## src/rtl/rcv_pkg.sv

```systemverilog
// rcv_pkg: shared block type and packer state encoding for the receive buffer.
package rcv_pkg;
    localparam int BLOCK_W = 64;
    typedef logic [BLOCK_W-1:0] block_t;
    typedef enum logic {FILL, PEND} packer_state_t;
endpackage

```

## src/rtl/rcv_block_fifo_if.sv

```systemverilog
// rcv_block_fifo_if: receiver byte handshake plus MCU-facing block queue signals.
interface rcv_block_fifo_if
    import rcv_pkg::*;
#(
    parameter int BLOCK_BYTES = 8,
    parameter int DEPTH = 4
);
    localparam int BW = 8 * BLOCK_BYTES;
    localparam int CW = $clog2(DEPTH + 1);
    logic [7:0]    rx_byte;
    logic          rx_valid;
    logic          rx_ready;
    logic          rx_flush;
    logic          rcv_deq;
    logic [BW-1:0] rx_block;
    logic          emptyRx;
    logic          fullRx;
    logic [CW-1:0] count;
    logic          underflow_err;
    modport master (
        output rx_byte, rx_valid, rx_flush, rcv_deq,
        input  rx_ready, rx_block, emptyRx, fullRx, count, underflow_err
    );
    modport slave (
        input  rx_byte, rx_valid, rx_flush, rcv_deq,
        output rx_ready, rx_block, emptyRx, fullRx, count, underflow_err
    );
endinterface

```

## src/rtl/rcv_block_fifo_fifo.sv

```systemverilog
// block_fifo: synchronous circular FIFO with fall-through head and registered underflow pulse.
module block_fifo #(
    parameter int W = 64,
    parameter int DEPTH = 4,
    localparam int CW = $clog2(DEPTH + 1),
    localparam int PW = $clog2(DEPTH)
) (
    input  logic          clk,
    input  logic          rst,
    input  logic          clr,
    input  logic          wr_en,
    input  logic [W-1:0]  wr_data,
    input  logic          rd_en,
    output logic [W-1:0]  rd_data,
    output logic [CW-1:0] count,
    output logic          empty,
    output logic          full,
    output logic          underflow
);
    logic [W-1:0]  mem_q [DEPTH];
    logic [PW-1:0] rd_ptr_q, wr_ptr_q;
    logic [CW-1:0] count_q, count_d;
    logic          underflow_q, do_rd, do_wr;
    assign empty = count_q == '0;
    assign full = count_q == CW'(DEPTH);
    assign do_rd = rd_en & !empty;
    // a pop frees the slot the same edge, so a full FIFO can still accept
    assign do_wr = wr_en & (!full | do_rd);
    assign count_d = count_q + CW'(do_wr) - CW'(do_rd);
    assign rd_data = mem_q[rd_ptr_q];
    assign count = count_q;
    assign underflow = underflow_q;
    always_ff @(posedge clk) begin
        if (rst | clr) begin
            rd_ptr_q <= '0;
            wr_ptr_q <= '0;
            count_q <= '0;
            underflow_q <= 1'b0;
            mem_q <= '{default: '0};
        end else begin
            if (do_wr) begin
                mem_q[wr_ptr_q] <= wr_data;
                wr_ptr_q <= wr_ptr_q + 1'b1;
            end
            if (do_rd) rd_ptr_q <= rd_ptr_q + 1'b1;
            count_q <= count_d;
            underflow_q <= rd_en & empty;
        end
    end
endmodule

```

## src/rtl/rcv_block_fifo.sv

```systemverilog
// rcv_block_fifo: packs received bytes MSB-first into blocks and queues them for the MCU.
module rcv_block_fifo
    import rcv_pkg::*;
#(
    parameter int BLOCK_BYTES = 8,
    parameter int DEPTH = 4
) (
    input logic clk,
    input logic reset,
    rcv_block_fifo_if.slave bus
);
    localparam int BW = 8 * BLOCK_BYTES;
    localparam int BCW = BLOCK_BYTES > 1 ? $clog2(BLOCK_BYTES) : 1;
    packer_state_t  state_q;
    logic [BCW-1:0] byte_cnt_q;
    logic [BW-1:0]  pack_q;
    logic           clr, can_write, wr_en, last;
    assign clr = reset | bus.rx_flush;
    assign can_write = !bus.fullRx | bus.rcv_deq;
    assign wr_en = (state_q == PEND) & can_write & !clr;
    assign last = byte_cnt_q == BCW'(BLOCK_BYTES - 1);
    assign bus.rx_ready = state_q == FILL;
    always_ff @(posedge clk) begin
        if (clr) begin
            state_q <= FILL;
            byte_cnt_q <= '0;
            pack_q <= '0;
        end else if (state_q == FILL) begin
            if (bus.rx_valid) begin
                pack_q[BW-1-8*int'(byte_cnt_q) -: 8] <= bus.rx_byte;
                byte_cnt_q <= last ? '0 : byte_cnt_q + 1'b1;
                state_q <= last ? PEND : FILL;
            end
        end else if (can_write) begin
            state_q <= FILL;
        end
    end
    block_fifo #(.W(BW), .DEPTH(DEPTH)) u_fifo (
        .clk(clk),
        .rst(reset),
        .clr(bus.rx_flush),
        .wr_en(wr_en),
        .wr_data(pack_q),
        .rd_en(bus.rcv_deq),
        .rd_data(bus.rx_block),
        .count(bus.count),
        .empty(bus.emptyRx),
        .full(bus.fullRx),
        .underflow(bus.underflow_err)
    );
endmodule

```

## src/flat_wrapper.sv

```systemverilog
// flat-port wrapper written by rule: the top's interface ports become plain ports
module rcv_block_fifo_flat import rcv_pkg::*;
#(
    parameter int BLOCK_BYTES = 8,
    parameter int DEPTH = 4
)
  (clk, reset, bus_rx_byte, bus_rx_valid, bus_rx_flush, bus_rcv_deq, bus_rx_ready, bus_rx_block, bus_emptyRx, bus_fullRx, bus_count, bus_underflow_err);
  rcv_block_fifo_if #(.BLOCK_BYTES(BLOCK_BYTES), .DEPTH(DEPTH)) bus_i ();
  input logic clk;
  input logic reset;
  input wire logic [$bits(bus_i.rx_byte)-1:0] bus_rx_byte;
  input wire logic [$bits(bus_i.rx_valid)-1:0] bus_rx_valid;
  input wire logic [$bits(bus_i.rx_flush)-1:0] bus_rx_flush;
  input wire logic [$bits(bus_i.rcv_deq)-1:0] bus_rcv_deq;
  output wire logic [$bits(bus_i.rx_ready)-1:0] bus_rx_ready;
  output wire logic [$bits(bus_i.rx_block)-1:0] bus_rx_block;
  output wire logic [$bits(bus_i.emptyRx)-1:0] bus_emptyRx;
  output wire logic [$bits(bus_i.fullRx)-1:0] bus_fullRx;
  output wire logic [$bits(bus_i.count)-1:0] bus_count;
  output wire logic [$bits(bus_i.underflow_err)-1:0] bus_underflow_err;
  assign bus_i.rx_byte = bus_rx_byte;
  assign bus_i.rx_valid = bus_rx_valid;
  assign bus_i.rx_flush = bus_rx_flush;
  assign bus_i.rcv_deq = bus_rcv_deq;
  assign bus_rx_ready = bus_i.rx_ready;
  assign bus_rx_block = bus_i.rx_block;
  assign bus_emptyRx = bus_i.emptyRx;
  assign bus_fullRx = bus_i.fullRx;
  assign bus_count = bus_i.count;
  assign bus_underflow_err = bus_i.underflow_err;
  rcv_block_fifo #(.BLOCK_BYTES(BLOCK_BYTES), .DEPTH(DEPTH)) u_core (.clk(clk), .reset(reset), .bus(bus_i));
endmodule
```

## config.mk

```make
export PLATFORM = sky130hd
export DESIGN_NAME = rcv_block_fifo_flat
export DESIGN_NICKNAME = d
export VERILOG_FILES = /design/src/rtl/rcv_pkg.sv /design/src/rtl/rcv_block_fifo_if.sv /design/src/rtl/rcv_block_fifo_fifo.sv /design/src/rtl/rcv_block_fifo.sv /design/src/flat_wrapper.sv
export SDC_FILE = /design/constraint.sdc
export NUM_CORES = 1
export LEC_CHECK = 0
export CORE_MARGIN = 5
export CORE_UTILIZATION = 55
export CTS_BUF_LIST = sky130_fd_sc_hd__clkbuf_16
export CTS_CLUSTER_DIAMETER = 60
export DETAILED_ROUTE_END_ITERATION = 7
export PLACE_DENSITY = 0.79
export SLEW_MARGIN = 20
export SYNTH_ARGS = -nofsm -noshare
export SYNTH_HDL_FRONTEND = slang
export SYNTH_SLANG_ARGS = --single-unit
export TNS_END_PERCENT = 100
```

## constraint.sdc

```tcl
create_clock -name clk -period 3.2 [get_ports clk]
set_input_delay 0.64 -clock clk [delete_from_list [all_inputs] [get_ports clk]]
set_output_delay 0.64 -clock clk [all_outputs]
set_load 0.05 [all_outputs]
```

==> impl_metrics.csv, run 1 <==
group,metric,value,unit
sta,worst_pin_slew,0.727,ns
place,hpwl,19800,um
grt,gr-total-overflow,0,
critical_path,critical_path_buf_inv_count,1,
floorplanning,fp.dieArea,28500,um^2
finish,fillers,1996,
sta,finalSetupViolCount,0,
floorplanning,num_rows,58,
clock_network,clock_path_buffers,3,
clock_network,cts-root-buf,"clkbuf_16",
synth,syn_area,13900,um^2
clock_network,cts.sinks,332,
routing,drt_first_pass_iters,5,
routing,drtIter0Drc,675,
synth,async_flop_share,0,%
grt,grt.total_usage,21.3,%
finish,layout_commonest_cell,"nand2_1",
sta,setup_slack,0.147,ns
pwr,leakage,6.56,nW
synth,synthFlopType,"dfxtp_1",
sta,finalClockSkew,0.0132,ns
synth,synth_cell_types,40,
routing,viasPerCell,5.66,
sta,fin_setup_tns,0,ns
floorplanning,die_y,169,um
synth,synth_cells,1331,
sta,fmaxAchievable,328,MHz
sta,slew_headroom,51.5,%
place,gp_congestion,0.815,
grt,antenna_found_initial,0,
sta,period_share,95.4,%
finish,fin_util,63.6,%
grt,grt_pass1_wl,50100,um
sta,whs,0.455,ns
finish,mostFrequentLayoutCells,"nand2_1, dfxtp_1, mux2i_1",
synth,synth_seq_area_share,47.9,%
critical_path,max_stage_delay,0.73,ns
synth,yosys_warnings,0,
routing,ant_nets,0,
grt,grt_start_max_net_pins,126,
clock_network,cts_tree,"built",
job,maxCapViolCount,0,
critical_path,worstPathCellList,"mux4_2 > clkdlybuf4s50_1",
synth,syn-num-nets,1357,
synth,synth.ff_latch_count,332,
critical_path,slowest_stage,"clkdlybuf4s50_1",
finish,diodes,0,
finish,multi_input_area,6650,um^2
clock_network,postCtsSetupRepairBufs,0,
floorplanning,core-area,25000,um^2
finish,fin_nets,1402,
routing,drt-total-wl,30400,um
pwr,ir_drop,444,uV
synth,yosys-top-cells-area,"dfxtp_1, mux2i_1, mux4_2, nand2_1, clkbuf_1",
floorplanning,io_pins,84,
sta,finalHoldViolations,0,
floorplanning,die_x,169,um
critical_path,worstPathRequired,2.56,ns
clock_network,cts_buffers,34,
critical_path,critical_path.max_fanout,22,
routing,avgRoutedWirePerCell,17.6,um
sta,final_max_slew_viol_count,0,
synth,synth_top_area_share,47.9,%
sta,finalCriticalPeriod,3.05,ns
clock_network,clkTransAtPathRegs,0.06,ns
synth,synth_edf_count,0,
critical_path,arrival,2.41,ns
clock_network,clk_latency,0.51,ns
pwr,powerDensity,499,nW/um^2
synth,yosys.area.top_type,"dfxtp_1",
grt,grt_pass1_vias,9857,
place,place_ws,0.0351,ns
finish,drive_above_1_share,13.2,%
place,numPortBuffers,83,
critical_path,start_kind,"register",
floorplanning,start_util,55.5,%
run_status,status,"completed",
critical_path,crit_family,"buffers and inverters",
critical_path,crit_type,"register to primary output",
worst_hold_path,min_path_type,"register to register",
clock_network,htreeDepth,2,
finish,areaGrowthSynthToFinish,14.6,%
routing,vias,9768,
routing,drc_errors,0,
critical_path,end_kind,"primary output",
sta,rsz0062_at_grt,"no",
finish,seq_area,6650,um^2
synth,syn_area_per_cell,10.4,um^2
-- sequential cells by signal, indices dropped and copies added (netlist names) --
name,count
u_core.byte_cnt_q,3
u_core.pack_q,64
u_core.state_q,1
u_core.u_fifo.count,3
u_core.u_fifo.mem_q,256
u_core.u_fifo.rd_ptr_q,2
u_core.u_fifo.underflow,1
u_core.u_fifo.wr_ptr_q,2
-- cells by family (layout without fill, tap and decap cells) --
kind of cell	Yosys count	after routing	share of synthesized area, %
simple gates	477	477	14.5
flops	332	332	47.9
xor+xnor	1	1	0.0631
compound gates	71	71	2.76
buf+inv	115	179	4.63
fa+ha+maj	13	13	1.23
mux	322	322	29.0
-- worst reg2reg max path, stage by stage, from the launching register on --
cell     delay [ns]
dfxtp_1        0.38
or4b_1         0.55
and2_1         0.20
nand2_1        0.08
ha_1           0.23
inv_1          0.06
ha_1           0.13
inv_1          0.04
fa_1           0.37
xor2_1         0.16
and2_1         0.16
nor3_1         0.11
-- through the flow --
step / std cells / instance area (um^2) / power, mW
final: 1725 / 15900 / 7.94
after global routing: 1725 / 15900 / 8.18
after CTS: 1725 / 15900 / 8.00
after detailed placement: 1670 / 14900 / 4.41
after global placement: 1670 / 14900 / 4.40
after floorplan: 1331 / 13900 / 4.34
-- final timing paths --
| kind | endpoint | slack (ns) | cells after the start | from |
|---|---|---|---|---|
| worst min register to register | u_core.u_fifo.mem_q[152] | 0.45 | 2 | u_core.u_fifo.mem_q[152] |
| worst max register to register | u_core.u_fifo.count[2] | 0.66 | 11 | u_core.u_fifo.count[1] |
| worst min-delay path | u_core.u_fifo.mem_q[152] | 0.45 | 2 | u_core.u_fifo.mem_q[152] |
| worst max-delay path | bus_rx_block[2] | 0.15 | 2 | u_core.u_fifo.rd_ptr_q[0] |
-- final cells by class --
type	instances	share of cell area, %
sequential	332	41.8
multi-input combinational	884	41.8
timing repair buffer	116	7.31
clock buffer	37	5.82
tap	330	2.59
clock inverter	18	0.519
inverter	8	0.189
-- timing repair --
action,in CTS,in global routing
endpoints found under the setup margin,20,0
hold buffers,0,0
resized for setup,1,0
-- routing by layer --
| metal | global-route usage (%) | part of all wire [%] | vias up | routed length, um |
|---|---|---|---|---|
| met5 | 0 | 0 | - | 0 |
| met2 | 37.1 | 50 | 215 | 15200 |
| met3 | 3.36 | 4.9 | 62 | 1500 |
| li1 | - | - | 4696 | - |
| met4 | 7.34 | 2.7 | 0 | 827 |
| met1 | 27.0 | 42 | 4795 | 12900 |
-- cell usage after synthesis (7+ instances only) --
cell type	instances
nand3_1	50
nand2_1	381
nor2_1	8
buf_1	7
clkbuf_1	68
dfxtp_1	332
buf_2	9
buf_12	7
ha_1	12
a21oi_1	50
buf_6	7
o22ai_1	16
mux2i_1	258
buf_4	9
inv_1	8
mux4_2	64
-- power breakdown --
part / switching, mW / leakage (nW) / internal [mW]
clock: 1.56 / 0.505 / 2.07
combinational: 0.132 / 3.38 / 0.0423
sequential: 0.00599 / 2.68 / 4.14
total: 1.69 / 6.56 / 6.25
Note: power is estimated with default switching activity, not from simulation.
==> run 2: changes to the inputs <==
--- a/config.mk
+++ b/config.mk
@@ -6,11 +6,11 @@
 export NUM_CORES = 1
 export LEC_CHECK = 0
 export CORE_MARGIN = 5
-export CORE_UTILIZATION = 55
+export CORE_UTILIZATION = 59
 export CTS_BUF_LIST = sky130_fd_sc_hd__clkbuf_16
 export CTS_CLUSTER_DIAMETER = 60
 export DETAILED_ROUTE_END_ITERATION = 7
-export PLACE_DENSITY = 0.79
+export PLACE_DENSITY = 0.83
 export SLEW_MARGIN = 20
 export SYNTH_ARGS = -nofsm -noshare
 export SYNTH_HDL_FRONTEND = slang
==> run 2 against run 1 <==
Critical endpoint is now bus_rx_block[43]. Clock skew is 0.0015 ns higher. Largest power group unchanged. Sequential power about the same. Wire length rose by 2.0%. Clock-buffer cell count shrank 2. Sequential share of layout area is 0.16 points lower. Clock power is 6.1% higher. Worst hold slack improved by 0.0010 ns. Critical path depth increased by 1. Register-to-register slack about the same. Largest cell class unchanged. Combinational power barely moved. Total power increased by 2.7%. Die area decreased by 6.4%. Critical path type unchanged.
==> impl_metrics.csv, run 2 (synthesis gave the netlist of run 1 again) <==
group,metric,value,unit
run_status,status,"completed",
sta,fmaxAchievable,320,MHz
finish,mostFrequentLayoutCells,"nand2_1, dfxtp_1, mux2i_1",
finish,areaGrowthSynthToFinish,15.0,%
place,numPortBuffers,83,
sta,rsz0062_at_grt,"no",
routing,drt-total-wl,31000,um
critical_path,end_kind,"primary output",
clock_network,cts-root-buf,"clkbuf_16",
sta,finalClockSkew,0.0146,ns
floorplanning,num_rows,56,
sta,finalHoldViolations,0,
routing,drtIter0Drc,647,
sta,finalCriticalPeriod,3.12,ns
routing,drt_first_pass_iters,7,
floorplanning,die_y,163,um
place,dp.cells,1660,
clock_network,ctsResizeCount,33,
sta,final_max_slew_viol_count,0,
floorplanning,io_pins,84,
clock_network,cts_tree,"built",
critical_path,crit_type,"register to primary output",
sta,period_share,97.5,%
pwr,total_power,8.16,mW
routing,viasPerCell,5.72,
grt,gr-total-overflow,0,
critical_path,slowest_stage,"clkdlybuf4s50_1",
finish,reg.largest.list,"u_core.u_fifo.mem_q: 256 flops, u_core.pack_q: 64 flops",
pwr,ir_drop,425,uV
finish,diodes,0,
floorplanning,die_x,163,um
clock_network,clkTransAtPathRegs,0.06,ns
clock_network,postCtsSetupRepairBufs,0,
clock_network,htreeDepth,2,
worst_hold_path,min_path_type,"register to register",
place,gp_congestion,0.831,
finish,fin_util,68.4,%
sta,fin_setup_tns,0,ns
critical_path,start_kind,"register",
pwr,powerDensity,511,nW/um^2
grt,grt.total_usage,23.6,%
floorplanning,core-area,23300,um^2
sta,finalSetupViolCount,0,
place,hpwl,20000,um
grt,grt_start_max_net_pins,134,
floorplanning,start_util,59.5,%
critical_path,arrival,2.48,ns
routing,avgRoutedWirePerCell,18.0,um
clock_network,clock_path_buffers,3,
routing,vias,9841,
routing,drc_errors,0,
sta,worst_pin_slew,0.712,ns
clock_network,holdBufCountCts,0,
clock_network,cts_buffers,34,
finish,fin_nets,1403,
finish,layout_commonest_cell,"nand2_1",
critical_path,worstPathRequired,2.56,ns
finish,drive_above_1_share,12.9,%
critical_path,max_stage_delay,0.72,ns
sta,setup_slack,0.0787,ns
grt,antenna_found_initial,0,
routing,ant_nets,0,
clock_network,clk_latency,0.51,ns
job,maxCapViolCount,0,
critical_path,worstPathCellList,"buf_4 > mux4_2 > clkdlybuf4s50_1",
finish,largest_reg_flops,256,
place,place_ws,0.0253,ns
pwr,leakage,6.74,nW
finish,fin_cells,1720,
grt,grt_pass1_wl,51200,um
sta,whs,0.456,ns
floorplanning,fp.dieArea,26700,um^2
finish,fin_area,16000,um^2
critical_path,critical_path.max_fanout,15,
clock_network,cts.sinks,332,
place,place_area,14900,um^2
finish,regMostFlops,"u_core.u_fifo.mem_q",
grt,grt_pass1_vias,10052,
sta,slew_headroom,52.3,%
==> run 2: cell type report <==
class	count	area, um^2
fillers	1713	7360
clock inverters	25	201
flip-flops and latches	332	6650
clock buffers	35	876
repair buffers	117	1160
multi-input cells	884	6650
well taps	319	399
inverters	8	30.0
==> run 2: where the power goes <==
group | total (mW) | internal (mW) | switching, mW
Sequential | 4.14 | 4.14 | 0.00653
Combinational | 0.175 | 0.0418 | 0.133
Clock | 3.84 | 2.23 | 1.61
==> run 2: final timing paths <==
check                            start                  endpoint  slack (ns)  cells after the start
max          u_core.u_fifo.rd_ptr_q[1]          bus_rx_block[43]        0.08                      3
min           u_core.u_fifo.mem_q[171]  u_core.u_fifo.mem_q[171]        0.46                      2
max reg2reg     u_core.u_fifo.count[1]    u_core.u_fifo.count[2]        0.67                     11
min reg2reg   u_core.u_fifo.mem_q[171]  u_core.u_fifo.mem_q[171]        0.46                      2
==> run 2: layer usage <==
metal / up-vias / global-route usage [%] / part of all wire (%)
li1: 4706 / - / -
met4: 0 / 8.54 / 2.6
met5: - / 0 / 0
met2: 250 / 40.5 / 50
met3: 67 / 3.76 / 5.0
met1: 4818 / 30.3 / 43
==> run 2: critical path, delay by kind of cell, from the launching register on <==
family   cells  cell delay, ns
buf+inv      2            0.91
mux          1            0.49
flops        1            0.56
==> run 3: changes to the inputs <==
--- a/config.mk
+++ b/config.mk
@@ -5,12 +5,13 @@
 export SDC_FILE = /design/constraint.sdc
 export NUM_CORES = 1
 export LEC_CHECK = 0
+export ABC_CLOCK_PERIOD_IN_PS = 3200
 export CORE_MARGIN = 5
-export CORE_UTILIZATION = 59
+export CORE_UTILIZATION = 50
 export CTS_BUF_LIST = sky130_fd_sc_hd__clkbuf_16
 export CTS_CLUSTER_DIAMETER = 60
 export DETAILED_ROUTE_END_ITERATION = 7
-export PLACE_DENSITY = 0.83
+export PLACE_DENSITY = 0.73
 export SLEW_MARGIN = 20
 export SYNTH_ARGS = -nofsm -noshare
 export SYNTH_HDL_FRONTEND = slang
==> run 3 against run 2 <==
Design area increased by 0.49%. Die area increased by 17%. Clock skew about the same. Critical path type unchanged. Largest cell class unchanged. Largest power group unchanged.
==> impl_metrics.csv, run 3 (synthesis gave the netlist of run 1 again) <==
group,metric,value,unit
floorplanning,start_util,50.3,%
finish,areaGrowthSynthToFinish,15.6,%
critical_path,worstPathRequired,2.56,ns
clock_network,clock_path_buffers,3,
finish,mostFrequentLayoutCells,"nand2_1, dfxtp_1, mux2i_1",
sta,period_share,97.5,%
finish,fin_area,16000,um^2
finish,drive_above_1_share,13.2,%
critical_path,end_kind,"primary output",
routing,drt_first_pass_iters,6,
grt,gr-usage-met3,3.33,%
place,numPortBuffers,83,
sta,finalHoldViolations,0,
critical_path,worst-r2r-cell-count,11,
routing,vias,9664,
finish,diodes,0,
pwr,ir_drop,354,uV
critical_path,crit_type,"register to primary output",
grt,gr-total-overflow,0,
clock_network,clkTransAtPathRegs,0.06,ns
clock_network,postCtsSetupRepairBufs,0,
critical_path,reg2reg_slack,0.67,ns
sta,finalClockSkew,0.0144,ns
sta,final_max_slew_viol_count,0,
sta,worst_pin_slew,0.843,ns
routing,drc_errors,0,
routing,avgRoutedWirePerCell,17.5,um
worst_hold_path,min_path_type,"register to register",
clock_network,cts.sinks,332,
grt,grtUsageMet2,34.1,%
sta,fmaxAchievable,320,MHz
sta,fin_setup_tns,0,ns
critical_path,arrival,2.48,ns
floorplanning,fp.dieArea,31200,um^2
clock_network,clk_latency,0.51,ns
clock_network,cts-root-buf,"clkbuf_16",
routing,ant_nets,0,
routing,viasPerCell,5.44,
worst_hold_path,hold_depth,2,
clock_network,htreeDepth,2,
grt,antenna_found_initial,0,
pwr,powerDensity,502,nW/um^2
routing,drt-total-wl,31000,um
floorplanning,num_rows,61,
finish,fin_nets,1404,
place,gp_congestion,0.796,
run_status,status,"completed",
finish,largest_reg_flops,256,
critical_path,start_kind,"register",
place,hpwl,19800,um
sta,finalCriticalPeriod,3.12,ns
routing,drtIter0Drc,549,
place,place_area,15000,um^2
job,maxCapViolCount,0,
clock_network,cts_buffers,35,
floorplanning,die_y,177,um
clock_network,holdBufCountCts,0,
sta,finalSetupViolCount,0,
grt,grt_busiest_layer,"met2",
grt,grt.total_usage,19.7,%
clock_network,cts_tree,"built",
grt,grt_pass1_wl,50400,um
finish,regMostFlops,"u_core.u_fifo.mem_q",
clock_network,ctsResizeCount,4,
finish,layout_commonest_cell,"nand2_1",
sta,rsz0062_at_grt,"no",
sta,slew_headroom,43.8,%
grt,grt_pass1_vias,9818,
critical_path,critical_path.max_fanout,13,
floorplanning,die_x,177,um
floorplanning,io_pins,84,
floorplanning,core-area,27600,um^2
grt,grt_start_max_net_pins,137,
pwr,leakage,6.92,nW
finish,reg.largest.list,"u_core.u_fifo.mem_q: 256 flops, u_core.pack_q: 64 flops",
grt,use_met1,25.2,%
## run 3: final cells by class
class | instances | area, um^2
clock buffer | 37 | 926
clock inverter | 20 | 116
fill | 2396 | 11600
inverter | 8 | 30.0
multi-input combinational | 884 | 6650
sequential | 332 | 6650
tap | 378 | 473
timing repair buffer | 117 | 1200
## run 3: path summary, 6_finish.rpt
kind                        startpoint                        to
min           u_core.u_fifo.mem_q[142]  u_core.u_fifo.mem_q[142]
max reg2reg     u_core.u_fifo.count[1]    u_core.u_fifo.count[2]
max          u_core.u_fifo.rd_ptr_q[1]          bus_rx_block[13]
min reg2reg   u_core.u_fifo.mem_q[142]  u_core.u_fifo.mem_q[142]
## run 3: stage by stage
stage	hold WS, ns	total power [mW]	setup slack [ns]	instances	util [%]
3_3_place_gp	0.439	4.40	0.0848	1719	54.1
3_5_place_dp	0.447	4.40	0.0429	1719	54.1
6_report	0.453	8.05	0.0799	1776	58.1
5_1_grt	0.473	8.30	0.00601	1776	58.1
2_1_floorplan	0.432	4.34	0.290	1331	-
4_1_cts	0.456	8.13	0.00324	1776	57.9
## run 3: layer usage
metal  wire [um]  up-vias
li1            -     4686
met1       13500     4733
met2       15500      182
met3        1230       63
met4         763        0
met5           0        -
## run 3: worst max-delay path: stages (launching register included)
cell,delay (ns)
dfxtp_4,0.55
buf_12,0.20
mux4_2,0.49
clkdlybuf4s50_1,0.71
## run 3: power breakdown
group / total (mW) / leakage (nW) / internal, mW / switching, mW
Sequential: 4.14 / 2.68 / 4.14 / 0.00617
Clock: 3.73 / 0.537 / 2.16 / 1.58
Combinational: 0.171 / 3.71 / 0.0406 / 0.131
